===== src/rtl/cpu_pkg.sv =====
// ============================================================================
// cpu_pkg : opcodes, instruction fields, datapath sizes, FSM encoding | rev 1.0
// ============================================================================
`default_nettype none

package cpu_pkg;

   localparam int DATA_W  = 8;
   localparam int NREGS   = 4;
   localparam int REG_AW  = 2;
   localparam int INSTR_W = 16;

   localparam int OPC_MSB = 15;
   localparam int OPC_LSB = 12;
   localparam int RD_MSB  = 11;
   localparam int RD_LSB  = 10;
   localparam int RS1_MSB = 9;
   localparam int RS1_LSB = 8;
   localparam int RS2_MSB = 7;
   localparam int RS2_LSB = 6;
   localparam int IMM_MSB = 7;
   localparam int IMM_LSB = 0;

   localparam logic [3:0] OP_ADD = 4'b0000;
   localparam logic [3:0] OP_SUB = 4'b0001;
   localparam logic [3:0] OP_INC = 4'b0010;
   localparam logic [3:0] OP_DEC = 4'b0011;
   localparam logic [3:0] OP_AND = 4'b0100;
   localparam logic [3:0] OP_OR  = 4'b0101;
   localparam logic [3:0] OP_XOR = 4'b0110;
   localparam logic [3:0] OP_NOT = 4'b0111;
   localparam logic [3:0] OP_SHL = 4'b1000;
   localparam logic [3:0] OP_CMP = 4'b1001;
   localparam logic [3:0] OP_LDI = 4'b1111;

   typedef enum logic [1:0] {
      ST_IDLE  = 2'd0,
      ST_EXEC  = 2'd1,
      ST_WRITE = 2'd2
   } state_t;

   function automatic logic [3:0] f_opcode(input logic [INSTR_W-1:0] i);
      return i[OPC_MSB:OPC_LSB];
   endfunction

   function automatic logic [REG_AW-1:0] f_rd(input logic [INSTR_W-1:0] i);
      return i[RD_MSB:RD_LSB];
   endfunction

   function automatic logic [REG_AW-1:0] f_rs1(input logic [INSTR_W-1:0] i);
      return i[RS1_MSB:RS1_LSB];
   endfunction

   function automatic logic [REG_AW-1:0] f_rs2(input logic [INSTR_W-1:0] i);
      return i[RS2_MSB:RS2_LSB];
   endfunction

   function automatic logic [DATA_W-1:0] f_imm(input logic [INSTR_W-1:0] i);
      return i[IMM_MSB:IMM_LSB];
   endfunction

endpackage

`default_nettype wire


===== src/rtl/exec_ctrl_if.sv =====
// ============================================================================
// exec_ctrl_if : instruction, ALU, write-back and debug signals | rev 1.0
// ============================================================================
`default_nettype none

interface exec_ctrl_if;
   import cpu_pkg::*;

   logic                 instr_valid;
   logic [INSTR_W-1:0]   instr;
   logic                 instr_ready;
   logic [3:0]           alu_op;
   logic [DATA_W-1:0]    alu_a;
   logic [DATA_W-1:0]    alu_b;
   logic [DATA_W-1:0]    alu_result;
   logic                 alu_zero;
   logic                 wb_valid;
   logic [REG_AW-1:0]    wb_addr;
   logic [DATA_W-1:0]    wb_data;
   logic                 zero_flag;
   logic [REG_AW-1:0]    dbg_addr;
   logic [DATA_W-1:0]    dbg_data;

   modport slave (
      input  instr_valid, instr, alu_result, alu_zero, dbg_addr,
      output instr_ready, alu_op, alu_a, alu_b, wb_valid, wb_addr, wb_data,
             zero_flag, dbg_data
   );

   modport master (
      output instr_valid, instr, alu_result, alu_zero, dbg_addr,
      input  instr_ready, alu_op, alu_a, alu_b, wb_valid, wb_addr, wb_data,
             zero_flag, dbg_data
   );

endinterface

`default_nettype wire


===== src/rtl/exec_regfile.sv =====
// ============================================================================
// exec_regfile : 4x8 register file, 3 async read ports, 1 sync write | rev 1.0
// ============================================================================
`default_nettype none

module exec_regfile
   import cpu_pkg::*;
(
   input  wire logic              clk,
   input  wire logic              rst,
   input  wire logic [REG_AW-1:0] i_rs1,
   input  wire logic [REG_AW-1:0] i_rs2,
   input  wire logic [REG_AW-1:0] i_dbg,
   output logic      [DATA_W-1:0] o_rd1,
   output logic      [DATA_W-1:0] o_rd2,
   output logic      [DATA_W-1:0] o_dbg,
   input  wire logic              i_we,
   input  wire logic [REG_AW-1:0] i_waddr,
   input  wire logic [DATA_W-1:0] i_wdata
);

   logic [DATA_W-1:0] r_regs [NREGS];

   always_ff @(posedge clk or posedge rst) begin
      if (rst) begin
         for (int i = 0; i < NREGS; i++) begin
            r_regs[i] <= '0;
         end
      end else if (i_we) begin
         r_regs[i_waddr] <= i_wdata;
      end
   end

   // Reads bypass nothing: a write becomes visible the cycle after it lands.
   assign o_rd1 = r_regs[i_rs1];
   assign o_rd2 = r_regs[i_rs2];
   assign o_dbg = r_regs[i_dbg];

endmodule

`default_nettype wire


===== src/rtl/exec_ctrl.sv =====
// ============================================================================
// exec_ctrl : 3-state instruction sequencer with regfile and result latch | rev 1.0
// ============================================================================
`default_nettype none

module exec_ctrl
   import cpu_pkg::*;
(
   input  wire logic  clk,
   input  wire logic  rst,
   exec_ctrl_if.slave bus
);

   state_t             r_state;
   state_t             w_next;
   logic [INSTR_W-1:0] r_instr;
   logic [DATA_W-1:0]  r_result;
   logic               r_zero;

   logic               w_accept;
   logic               w_is_cmp;
   logic               w_we;
   logic [3:0]         w_op;
   logic [REG_AW-1:0]  w_rd;
   logic [DATA_W-1:0]  w_rd1;
   logic [DATA_W-1:0]  w_rd2;

   assign w_op     = f_opcode(r_instr);
   assign w_rd     = f_rd(r_instr);
   assign w_is_cmp = (w_op == OP_CMP);
   assign w_accept = bus.instr_valid && (r_state == ST_IDLE);

   exec_regfile u_regfile (
      .clk     (clk),
      .rst     (rst),
      .i_rs1   (f_rs1(r_instr)),
      .i_rs2   (f_rs2(r_instr)),
      .i_dbg   (bus.dbg_addr),
      .o_rd1   (w_rd1),
      .o_rd2   (w_rd2),
      .o_dbg   (bus.dbg_data),
      .i_we    (w_we),
      .i_waddr (w_rd),
      .i_wdata (r_result)
   );

   always_ff @(posedge clk or posedge rst) begin
      if (rst) begin
         r_state <= ST_IDLE;
      end else begin
         r_state <= w_next;
      end
   end

   always_comb begin
      w_next          = r_state;
      bus.instr_ready = 1'b0;
      bus.alu_op      = '0;
      bus.alu_a       = '0;
      bus.alu_b       = '0;
      w_we            = 1'b0;
      case (r_state)
         ST_IDLE: begin
            bus.instr_ready = 1'b1;
            if (bus.instr_valid) begin
               w_next = ST_EXEC;
            end
         end
         ST_EXEC: begin
            bus.alu_op = w_op;
            bus.alu_a  = w_rd1;
            bus.alu_b  = w_rd2;
            w_next     = ST_WRITE;
         end
         ST_WRITE: begin
            w_we   = !w_is_cmp;
            w_next = ST_IDLE;
         end
         default: begin
            w_next = ST_IDLE;
         end
      endcase
   end

   // Result and flag are captured on the EXEC->WRITE edge; an async reset
   // in EXEC or WRITE therefore discards the instruction before any write.
   always_ff @(posedge clk or posedge rst) begin
      if (rst) begin
         r_instr  <= '0;
         r_result <= '0;
         r_zero   <= 1'b0;
      end else begin
         if (w_accept) begin
            r_instr <= bus.instr;
         end
         if (r_state == ST_EXEC) begin
            r_result <= (w_op == OP_LDI) ? f_imm(r_instr) : bus.alu_result;
            if (w_is_cmp) begin
               r_zero <= bus.alu_zero;
            end
         end
      end
   end

   assign bus.wb_valid  = w_we;
   assign bus.wb_addr   = w_we ? w_rd : '0;
   assign bus.wb_data   = w_we ? r_result : '0;
   assign bus.zero_flag = r_zero;

endmodule

`default_nettype wire


===== src/flat_wrapper.sv =====
// flat-port wrapper written by rule: the top's interface ports become plain ports
module exec_ctrl_flat import cpu_pkg::*;
  (clk, rst, bus_instr_valid, bus_instr, bus_alu_result, bus_alu_zero, bus_dbg_addr, bus_instr_ready, bus_alu_op, bus_alu_a, bus_alu_b, bus_wb_valid, bus_wb_addr, bus_wb_data, bus_zero_flag, bus_dbg_data);
  exec_ctrl_if bus_i ();
  input  wire logic clk;
  input  wire logic rst;
  input wire logic [$bits(bus_i.instr_valid)-1:0] bus_instr_valid;
  input wire logic [$bits(bus_i.instr)-1:0] bus_instr;
  input wire logic [$bits(bus_i.alu_result)-1:0] bus_alu_result;
  input wire logic [$bits(bus_i.alu_zero)-1:0] bus_alu_zero;
  input wire logic [$bits(bus_i.dbg_addr)-1:0] bus_dbg_addr;
  output wire logic [$bits(bus_i.instr_ready)-1:0] bus_instr_ready;
  output wire logic [$bits(bus_i.alu_op)-1:0] bus_alu_op;
  output wire logic [$bits(bus_i.alu_a)-1:0] bus_alu_a;
  output wire logic [$bits(bus_i.alu_b)-1:0] bus_alu_b;
  output wire logic [$bits(bus_i.wb_valid)-1:0] bus_wb_valid;
  output wire logic [$bits(bus_i.wb_addr)-1:0] bus_wb_addr;
  output wire logic [$bits(bus_i.wb_data)-1:0] bus_wb_data;
  output wire logic [$bits(bus_i.zero_flag)-1:0] bus_zero_flag;
  output wire logic [$bits(bus_i.dbg_data)-1:0] bus_dbg_data;
  assign bus_i.instr_valid = bus_instr_valid;
  assign bus_i.instr = bus_instr;
  assign bus_i.alu_result = bus_alu_result;
  assign bus_i.alu_zero = bus_alu_zero;
  assign bus_i.dbg_addr = bus_dbg_addr;
  assign bus_instr_ready = bus_i.instr_ready;
  assign bus_alu_op = bus_i.alu_op;
  assign bus_alu_a = bus_i.alu_a;
  assign bus_alu_b = bus_i.alu_b;
  assign bus_wb_valid = bus_i.wb_valid;
  assign bus_wb_addr = bus_i.wb_addr;
  assign bus_wb_data = bus_i.wb_data;
  assign bus_zero_flag = bus_i.zero_flag;
  assign bus_dbg_data = bus_i.dbg_data;
  exec_ctrl u_core (.clk(clk), .rst(rst), .bus(bus_i));
endmodule

===== config.mk =====
export PLATFORM = sky130hd
export DESIGN_NAME = exec_ctrl_flat
export DESIGN_NICKNAME = d
export VERILOG_FILES = /design/src/rtl/cpu_pkg.sv /design/src/rtl/exec_ctrl_if.sv /design/src/rtl/exec_regfile.sv /design/src/rtl/exec_ctrl.sv /design/src/flat_wrapper.sv
export SDC_FILE = /design/constraint.sdc
export NUM_CORES = 1
export LEC_CHECK = 0
export ABC_AREA = 0
export CAP_MARGIN = 20
export CORE_AREA = 2 2 83 85
export CTS_CLUSTER_DIAMETER = 50
export DETAILED_ROUTE_END_ITERATION = 7
export DIE_AREA = 0 0 85 87
export PLACE_DENSITY = 0.79
export SLEW_MARGIN = 25
export SYNTH_ARGS = -nofsm -noshare
export SYNTH_HDL_FRONTEND = slang
export SYNTH_HIERARCHICAL = 1
export SYNTH_SLANG_ARGS = --single-unit

===== constraint.sdc =====
create_clock -name clk -period 3.4 [get_ports clk]
set_input_delay 0.68 -clock clk [delete_from_list [all_inputs] [get_ports clk]]
set_output_delay 0.68 -clock clk [all_outputs]
set_load 0.01 [all_outputs]

==> metrics.txt, run 1 <==
# TYPE chip_impl_metric gauge
chip_impl_metric{name="timing_hold_violations_final",unit=""} 0
chip_impl_metric{name="power.net_switching",unit="mW"} 0.986
chip_impl_metric{name="drt-wirelength-per-cell",unit="um"} 19.0
chip_impl_metric{name="final_worst_setup_slack",unit="ps"} 358
chip_impl_metric{name="count_of_max_cap_constraint_violations",unit=""} 0
chip_impl_metric{name="grt_start_max_net_pins",unit=""} 33
chip_impl_info{name="status",value="finished, final reports clean"} 1
chip_impl_metric{name="first_iter_violations",unit=""} 152
chip_impl_metric{name="grt-ovfl-total",unit=""} 0
chip_impl_metric{name="fmaxAchievable",unit="MHz"} 329
chip_impl_info{name="cp-start-kind",value="primary input"} 1
chip_impl_info{name="critical_path.cell_chain",value="clkdlybuf4s50_1 -> buf_4 -> mux4_2 -> clkdlybuf4s50_1"} 1
chip_impl_metric{name="fin_setup_tns",unit="ps"} 0
chip_impl_metric{name="syn_avg_cell_area",unit="um^2"} 14.8
chip_impl_info{name="rsz0062_at_grt",value="false"} 1
chip_impl_metric{name="cellLeakagePower",unit="nW"} 1.69
chip_impl_metric{name="slew_at_the_pin_closest_to_its_max_slew_limit",unit="ps"} 609
chip_impl_metric{name="via_count",unit=""} 2092
chip_impl_info{name="holdCritPathClass",value="flip-flop to flip-flop"} 1
chip_impl_metric{name="layout-area-overhead-vs-synth",unit="%"} 30.4
chip_impl_metric{name="htreeDepth",unit=""} 3
chip_impl_metric{name="totalWireLength",unit="um"} 7050
chip_impl_metric{name="num_antenna_cells",unit=""} 0
chip_impl_metric{name="share_clk_of_total_power",unit="%"} 20.0
chip_impl_metric{name="critical_path_peak_fanout",unit=""} 8
chip_impl_metric{name="final_cell_area",unit="um^2"} 4100
chip_impl_metric{name="grt_antenna_before_repair",unit=""} 0
chip_impl_metric{name="cts_hold_buf",unit=""} 0
chip_impl_metric{name="cell_internal_pwr",unit="mW"} 2.18
chip_impl_metric{name="cts.path.max_buffers",unit=""} 2
chip_impl_metric{name="timing.clock.skew",unit="ps"} 9.55
chip_impl_metric{name="dr_wl_met2",unit="um"} 3500
chip_impl_metric{name="p_sw_share",unit="%"} 31.2
chip_impl_metric{name="layout.filler_cells",unit=""} 521
chip_impl_metric{name="pre_cts_slack",unit="ps"} 351
chip_impl_metric{name="fp.dieH",unit="um"} 87
chip_impl_info{name="routed.top_layer",value="met4"} 1
chip_impl_info{name="worst_setup_path_end_kind",value="primary output"} 1
chip_impl_metric{name="drtAntennaViolNets",unit=""} 0
chip_impl_info{name="cts-root-buf",value="clkbuf_8"} 1
chip_impl_metric{name="synth_nets",unit=""} 242
chip_impl_metric{name="clock-sinks",unit=""} 59
chip_impl_metric{name="mappedNetlistArea",unit="um^2"} 3150
chip_impl_metric{name="grt_pass1_vias",unit=""} 2216
chip_impl_metric{name="timing.critical_path.required",unit="ps"} 2720
chip_impl_info{name="path_common_cell",value="clkdlybuf4s50_1"} 1
chip_impl_metric{name="number_of_buffers_created_by_cts",unit=""} 9
chip_impl_metric{name="worst_ep_arrival_time",unit="ps"} 2360
chip_impl_metric{name="floorplan.rows",unit=""} 30
chip_impl_metric{name="top_level_ports",unit=""} 71
chip_impl_metric{name="place_congestion",unit=""} 0.764
chip_impl_metric{name="combPwrFrac",unit="%"} 37.1
chip_impl_metric{name="pre_repair_dr_iteration_count",unit=""} 4
chip_impl_metric{name="fraction_of_final_layout_cells_with_drive_strength_greater_than_1",unit="%"} 36.1
chip_impl_metric{name="synth_sequential_area_ratio",unit="%"} 46.9
chip_impl_metric{name="grt_usage",unit="%"} 20.7
chip_impl_metric{name="clock_insertion_delay_worst_skew",unit="ps"} 340
chip_impl_metric{name="timing_max_transition_violations_final",unit=""} 0
chip_impl_metric{name="chipWidth",unit="um"} 85
chip_impl_metric{name="drt_drc_violations_left",unit=""} 0
chip_impl_metric{name="yosys_register_bits",unit=""} 59
chip_impl_metric{name="io_buffers",unit=""} 70
chip_impl_metric{name="synth.distinct_cells",unit=""} 23
chip_impl_metric{name="grt_first_pass_wirelength",unit="um"} 11600
chip_impl_metric{name="detailed_place_hpwl",unit="um"} 5000
chip_impl_info{name="cts_tree",value="done"} 1
chip_impl_metric{name="relSlewSlack",unit="%"} 59.4
chip_impl_metric{name="cpPeakStageDelay",unit="ps"} 530
chip_impl_info{name="timing_worst_setup_path_type",value="primary input to primary output"} 1
chip_impl_metric{name="place_area",unit="um^2"} 3910
chip_impl_metric{name="die_area",unit="um^2"} 7400
chip_impl_metric{name="wire_length_on_met3",unit="um"} 390
chip_impl_metric{name="setup_viol",unit=""} 0
chip_impl_metric{name="clk_transition_reported_paths",unit="ps"} 60
chip_impl_metric{name="power-per-cell-area",unit="nW/um^2"} 771
chip_impl_metric{name="final_nets",unit=""} 316
chip_impl_metric{name="period_minus_slack",unit="ps"} 3040
chip_impl_metric{name="start_util",unit="%"} 47.9
chip_impl_metric{name="route.detailed.vias_per_inst",unit=""} 5.64
chip_impl_metric{name="m1WireLength",unit="um"} 3050
chip_impl_metric{name="sequentialPowerShare",unit="%"} 42.9
chip_impl_metric{name="ys_warn_count",unit=""} 6
chip_impl_metric{name="syn-instance-count",unit=""} 212
chip_impl_metric{name="floorplan.core_area",unit="um^2"} 6570
chip_impl_info{name="worst_path_max_delay_cell",value="mux4_2"} 1
chip_impl_metric{name="post_cts_repair_timing_setup_buffer_count",unit=""} 0
chip_impl_metric{name="ir_drop",unit="V"} 0.000341
chip_impl_metric{name="fin_crit_sh",unit="%"} 89.5
chip_impl_metric{name="r2r_cells",unit=""} 5
chip_impl_metric{name="min_path_cells",unit=""} 1
chip_impl_metric{name="cts-resized-gates",unit=""} 0
## layer usage
metal | GRT usage, % | vias to the layer above
met5 | 0 | -
met4 | 7.94 | 0
met3 | 5.40 | 12
met2 | 33.3 | 70
met1 | 27.3 | 1078
li1 | - | 932
## through the flow
step | std cells | hold WS (ps) | power (mW) | utilization (%)
global placement | 355 | 491 | 2.47 | 59.5
detailed placement | 355 | 497 | 2.54 | 59.5
CTS | 371 | 511 | 3.18 | 62.5
global route | 371 | 529 | 3.34 | 62.5
finish | 371 | 510 | 3.16 | 62.5
floorplan | 212 | 475 | 2.05 | -
## sequential cells by signal, summed over array words and instances (netlist names)
signal and count:
u_core/r_state 2, u_core/r_result 8, u_core/r_instr 16, u_core/bus.zero_flag 1, u_core/u_regfile/r_regs 32
## cells in the final DEF, fill, tap and decap left out, drive strengths merged
cell / Yosys / layout
clkdlybuf4s50: 0 / 70
dfrtp: 59 / 59
mux2: 49 / 49
and2: 31 / 31
mux4: 24 / 24
clkbuf: 1 / 11
nor2: 9 / 9
mux2i: 8 / 8
a21oi: 8 / 8
buf: 12 / 6
clkinv: 0 / 3
nand3b: 2 / 2
nor3b: 2 / 2
inv: 2 / 2
clkinvlp: 0 / 1
bufinv: 0 / 1
nor2b: 1 / 1
nand4: 1 / 1
and4bb: 1 / 1
nand2: 1 / 1
nand3: 1 / 1
## power groups by stage
stage / clock (mW) / combinational [mW] / sequential (mW)
2_1_floorplan: 0 / 0.861 / 1.19
3_3_place_gp: 0 / 1.15 / 1.32
3_5_place_dp: 0 / 1.18 / 1.36
4_1_cts: 0.644 / 1.19 / 1.35
5_1_grt: 0.675 / 1.26 / 1.41
6_report: 0.633 / 1.17 / 1.36
## final cells by class
class	count	area, um^2	area share, %
clock inverter	5	52.6	1.28
sequential	59	1480	36.0
inverter	2	7.51	0.183
timing repair buffer	76	746	18.2
tap	80	100	2.44
clock buffer	11	141	3.45
multi-input combinational	138	1580	38.5
## cells by family (layout without fill, tap and decap cells)
kind of cell / count (synthesis) / count (layout) / share of synthesized area, %
DFF: 59 / 59 / 46.9
AOI/OAI and AO/OA: 8 / 8 / 1.27
muxes: 81 / 81 / 38.3
and+or+nand+nor: 49 / 49 / 10.5
buffers and inverters: 15 / 94 / 2.94
## path summary, 6_finish.rpt
path	start	end	slack [ps]
worst min-delay path	u_core/r_instr[5]$_DFFE_PP0P_	u_core/r_instr[5]$_DFFE_PP0P_	510
worst max-delay path	bus_dbg_addr[0]	bus_dbg_data[7]	360
worst max register to register	u_core/r_instr[12]$_DFFE_PP0P_	u_core/u_regfile/r_regs[31]$_DFFE_PP0P_	1320
worst min register to register	u_core/r_instr[5]$_DFFE_PP0P_	u_core/r_instr[5]$_DFFE_PP0P_	510
min in group asynchronous	rst	u_core/bus.zero_flag$_DFFE_PP0P_	740
max in group asynchronous	rst	u_core/r_instr[9]$_DFFE_PP0P_	2270
## Yosys cell counts
cell / n / area (um^2)
nor3b_2: 1 / 12.5
clkbuf_1: 1 / 3.75
mux4_2: 24 / 541
mux2i_1: 8 / 80.1
inv_1: 2 / 7.51
mux2_2: 40 / 450
buf_12: 1 / 20.0
mux2_4: 9 / 135
nand4_2: 1 / 12.5
and4bb_2: 1 / 12.5
buf_2: 10 / 50.1
nor3b_4: 1 / 18.8
nand2_1: 1 / 3.75
nor2b_1: 1 / 6.26
nor2_1: 8 / 30.0
buf_6: 1 / 11.3
nor2_2: 1 / 6.26
a21oi_1: 8 / 40.0
dfrtp_1: 59 / 1480
nand3_2: 1 / 10.0
and2_4: 1 / 8.76
nand3b_2: 2 / 22.5
and2_1: 30 / 188
## critical path, delay by kind of cell
| family | cells | cell delay, ps |
|---|---|---|
| buffers and inverters | 3 | 1150 |
| multiplexers | 1 | 530 |
No activity file was read; power rests on OpenSTA's default activity.
==> run 2, diff against run 1 <==
- clock period: 3.4 -> 3 ns (I/O delays scaled with it)
==> run 2 against run 1 <==
  * Sequential power rose by 11%
  * Routed wire length fell by 5.3%
  * Hold slack got worse by 4.0 ps
  * Cell area about the same
  * Cell count up 0.27%
  * Critical endpoint unchanged
  * Highest routed layer unchanged
==> metrics.txt, run 2 (synthesized netlist as in run 1, its figures left out) <==
# TYPE chip_impl_metric gauge
chip_impl_metric{name="count_of_max_cap_constraint_violations",unit=""} 0
chip_impl_metric{name="detailed_place_hpwl",unit="um"} 4740
chip_impl_metric{name="via_count",unit=""} 2062
chip_impl_metric{name="power-per-cell-area",unit="nW/um^2"} 847
chip_impl_metric{name="grt-ovfl-total",unit=""} 0
chip_impl_info{name="leading_cell_type_in_the_layout_fill_and_taps_excluded",value="clkdlybuf4s50_1"} 1
chip_impl_metric{name="postLayoutCoreUtil",unit="%"} 62.5
chip_impl_metric{name="io_buffers",unit=""} 70
chip_impl_metric{name="sequentialPowerShare",unit="%"} 43.5
chip_impl_metric{name="fraction_of_final_layout_cells_with_drive_strength_greater_than_1",unit="%"} 35.3
chip_impl_metric{name="htreeDepth",unit=""} 3
chip_impl_info{name="status",value="finished, final reports clean"} 1
chip_impl_metric{name="setup_viol",unit=""} 0
chip_impl_metric{name="p_sw_share",unit="%"} 30.5
chip_impl_metric{name="timing_hold_violations_final",unit=""} 0
chip_impl_metric{name="share_clk_of_total_power",unit="%"} 18.2
chip_impl_info{name="holdCritPathClass",value="flip-flop to flip-flop"} 1
chip_impl_metric{name="grt_start_max_net_pins",unit=""} 39
chip_impl_metric{name="place_congestion",unit=""} 0.762
chip_impl_metric{name="first_iter_violations",unit=""} 142
chip_impl_metric{name="chipWidth",unit="um"} 85
chip_impl_metric{name="final_nets",unit=""} 317
chip_impl_metric{name="clock_insertion_delay_worst_skew",unit="ps"} 320
chip_impl_metric{name="critical_path_peak_fanout",unit=""} 8
chip_impl_metric{name="fin_setup_tns",unit="ps"} 0
chip_impl_info{name="cts_tree",value="done"} 1
chip_impl_metric{name="combPwrFrac",unit="%"} 38.3
chip_impl_metric{name="number_of_buffers_created_by_cts",unit=""} 9
chip_impl_metric{name="power.net_switching",unit="mW"} 1.06
chip_impl_info{name="cp-start-kind",value="primary input"} 1
chip_impl_metric{name="global_route.usage.met1",unit="%"} 26.9
chip_impl_metric{name="period_minus_slack",unit="ps"} 2860
chip_impl_metric{name="total_power",unit="mW"} 3.48
chip_impl_metric{name="layout.filler_cells",unit=""} 517
chip_impl_metric{name="pre_cts_slack",unit="ps"} 87.8
chip_impl_metric{name="cell_internal_pwr",unit="mW"} 2.41
chip_impl_metric{name="num_antenna_cells",unit=""} 0
chip_impl_metric{name="groute.layer.met2.usage",unit="%"} 32.0
chip_impl_metric{name="ir_drop",unit="V"} 0.000374
chip_impl_metric{name="totalWireLength",unit="um"} 6680
chip_impl_metric{name="drt_drc_violations_left",unit=""} 0
chip_impl_metric{name="floorplan.rows",unit=""} 30
chip_impl_metric{name="fmaxAchievable",unit="MHz"} 349
chip_impl_metric{name="hold_ws",unit="ps"} 506
chip_impl_metric{name="groute.layer.met3.usage",unit="%"} 4.36
chip_impl_info{name="layout_common_cells",value="70 x clkdlybuf4s50_1, 59 x dfrtp_1, 40 x mux2_2"} 1
chip_impl_info{name="largestRegisters",value="u_core/u_regfile/r_regs: 32 flops, u_core/r_instr: 16 flops, u_core/r_result: 8 flops"} 1
chip_impl_metric{name="timing_max_transition_violations_final",unit=""} 0
chip_impl_metric{name="timing.clock.skew",unit="ps"} 7.46
chip_impl_metric{name="clk_transition_reported_paths",unit="ps"} 70
chip_impl_metric{name="layout-area-overhead-vs-synth",unit="%"} 30.4
chip_impl_metric{name="grt_usage",unit="%"} 19.9
chip_impl_metric{name="cts_hold_buf",unit=""} 0
chip_impl_metric{name="die_area",unit="um^2"} 7400
chip_impl_info{name="timing_worst_setup_path_type",value="primary input to primary output"} 1
chip_impl_metric{name="cts.path.max_buffers",unit=""} 2
chip_impl_info{name="worst_setup_path_end_kind",value="primary output"} 1
chip_impl_metric{name="floorplan.core_area",unit="um^2"} 6570
chip_impl_info{name="timing.rr.start",value="u_core/r_instr[12]$_DFFE_PP0P_"} 1
chip_impl_metric{name="drtAntennaViolNets",unit=""} 0
chip_impl_metric{name="fin_crit_sh",unit="%"} 95.4
chip_impl_info{name="registers.top_by_ff_count",value="u_core/u_regfile/r_regs"} 1
chip_impl_metric{name="slew_at_the_pin_closest_to_its_max_slew_limit",unit="ps"} 598
chip_impl_metric{name="clock-sinks",unit=""} 59
chip_impl_metric{name="grt_first_pass_wirelength",unit="um"} 11300
chip_impl_metric{name="route.detailed.vias_per_inst",unit=""} 5.54
chip_impl_metric{name="top_level_ports",unit=""} 71
chip_impl_metric{name="largest_register_ffs",unit=""} 32
chip_impl_info{name="rsz0062_at_grt",value="false"} 1
chip_impl_metric{name="grt_pass1_vias",unit=""} 2230
chip_impl_metric{name="post_cts_repair_timing_setup_buffer_count",unit=""} 0
chip_impl_metric{name="relSlewSlack",unit="%"} 60.1
chip_impl_metric{name="timing.critical_path.required",unit="ps"} 2400
chip_impl_metric{name="fp.dieH",unit="um"} 87
chip_impl_metric{name="cellLeakagePower",unit="nW"} 1.70
chip_impl_metric{name="cts-resized-gates",unit=""} 0
chip_impl_metric{name="start_util",unit="%"} 47.9
chip_impl_metric{name="worst_ep_arrival_time",unit="ps"} 2260
chip_impl_info{name="global_route_layer_with_the_greatest_usage",value="met2"} 1
chip_impl_info{name="cts-root-buf",value="clkbuf_8"} 1
chip_impl_info{name="crit_path_from",value="bus_dbg_addr[0]"} 1
chip_impl_metric{name="final_worst_setup_slack",unit="ps"} 137
chip_impl_info{name="origin_of_the_worst_min_delay_path",value="u_core/bus.zero_flag$_DFFE_PP0P_"} 1
chip_impl_metric{name="grt_antenna_before_repair",unit=""} 0
chip_impl_metric{name="drt-wirelength-per-cell",unit="um"} 17.9
chip_impl_metric{name="pre_repair_dr_iteration_count",unit=""} 4
chip_impl_metric{name="r2r_setup_slack",unit="ps"} 900
run 2: path summary, 6_finish.rpt:
kind | endpoint | cells past startpoint
worst max-delay path | bus_dbg_data[7] | 4
worst min-delay path | u_core/bus.zero_flag$_DFFE_PP0P_ | 1
worst max register to register | u_core/u_regfile/r_regs[30]$_DFFE_PP0P_ | 5
worst min register to register | u_core/bus.zero_flag$_DFFE_PP0P_ | 1
max in group asynchronous | u_core/u_regfile/r_regs[17]$_DFFE_PP0P_ | 3
min in group asynchronous | u_core/bus.zero_flag$_DFFE_PP0P_ | 3
run 2: metal layers:
layer	vias up	part of all wire, %
met5	-	0
met3	9	5.0
met1	1056	45
met2	66	48
li1	931	-
met4	0	1.2
run 2: power groups by stage:
| stage | registers (mW) | logic [mW] | clock network (mW) |
|---|---|---|---|
| after floorplan | 1.35 | 0.976 | 0 |
| after global placement | 1.50 | 1.31 | 0 |
| after detailed placement | 1.53 | 1.34 | 0 |
| after CTS | 1.51 | 1.35 | 0.645 |
| after global routing | 1.58 | 1.43 | 0.684 |
| final | 1.51 | 1.33 | 0.633 |
run 2: through the flow:
stage	std cells	instance area, um^2
2_1_floorplan	212	3150
3_3_place_gp	356	3930
3_5_place_dp	356	3930
4_1_cts	372	4100
5_1_grt	372	4100
6_report	372	4100
run 2: cell type report:
type	count	area [um^2]	share of cell area, %
Tap cell	80	100	2.44
Sequential cell	59	1480	36.0
Inverter	2	7.51	0.183
Clock buffer	14	163	3.96
Multi-Input combinational cell	138	1580	38.5
Clock inverter	2	10.0	0.244
Timing Repair Buffer	77	766	18.7
run 2: critical path: stages:
cell and delay (ps):
clkdlybuf4s50_1 510, buf_12 150, mux4_2 500, clkdlybuf4s50_1 490
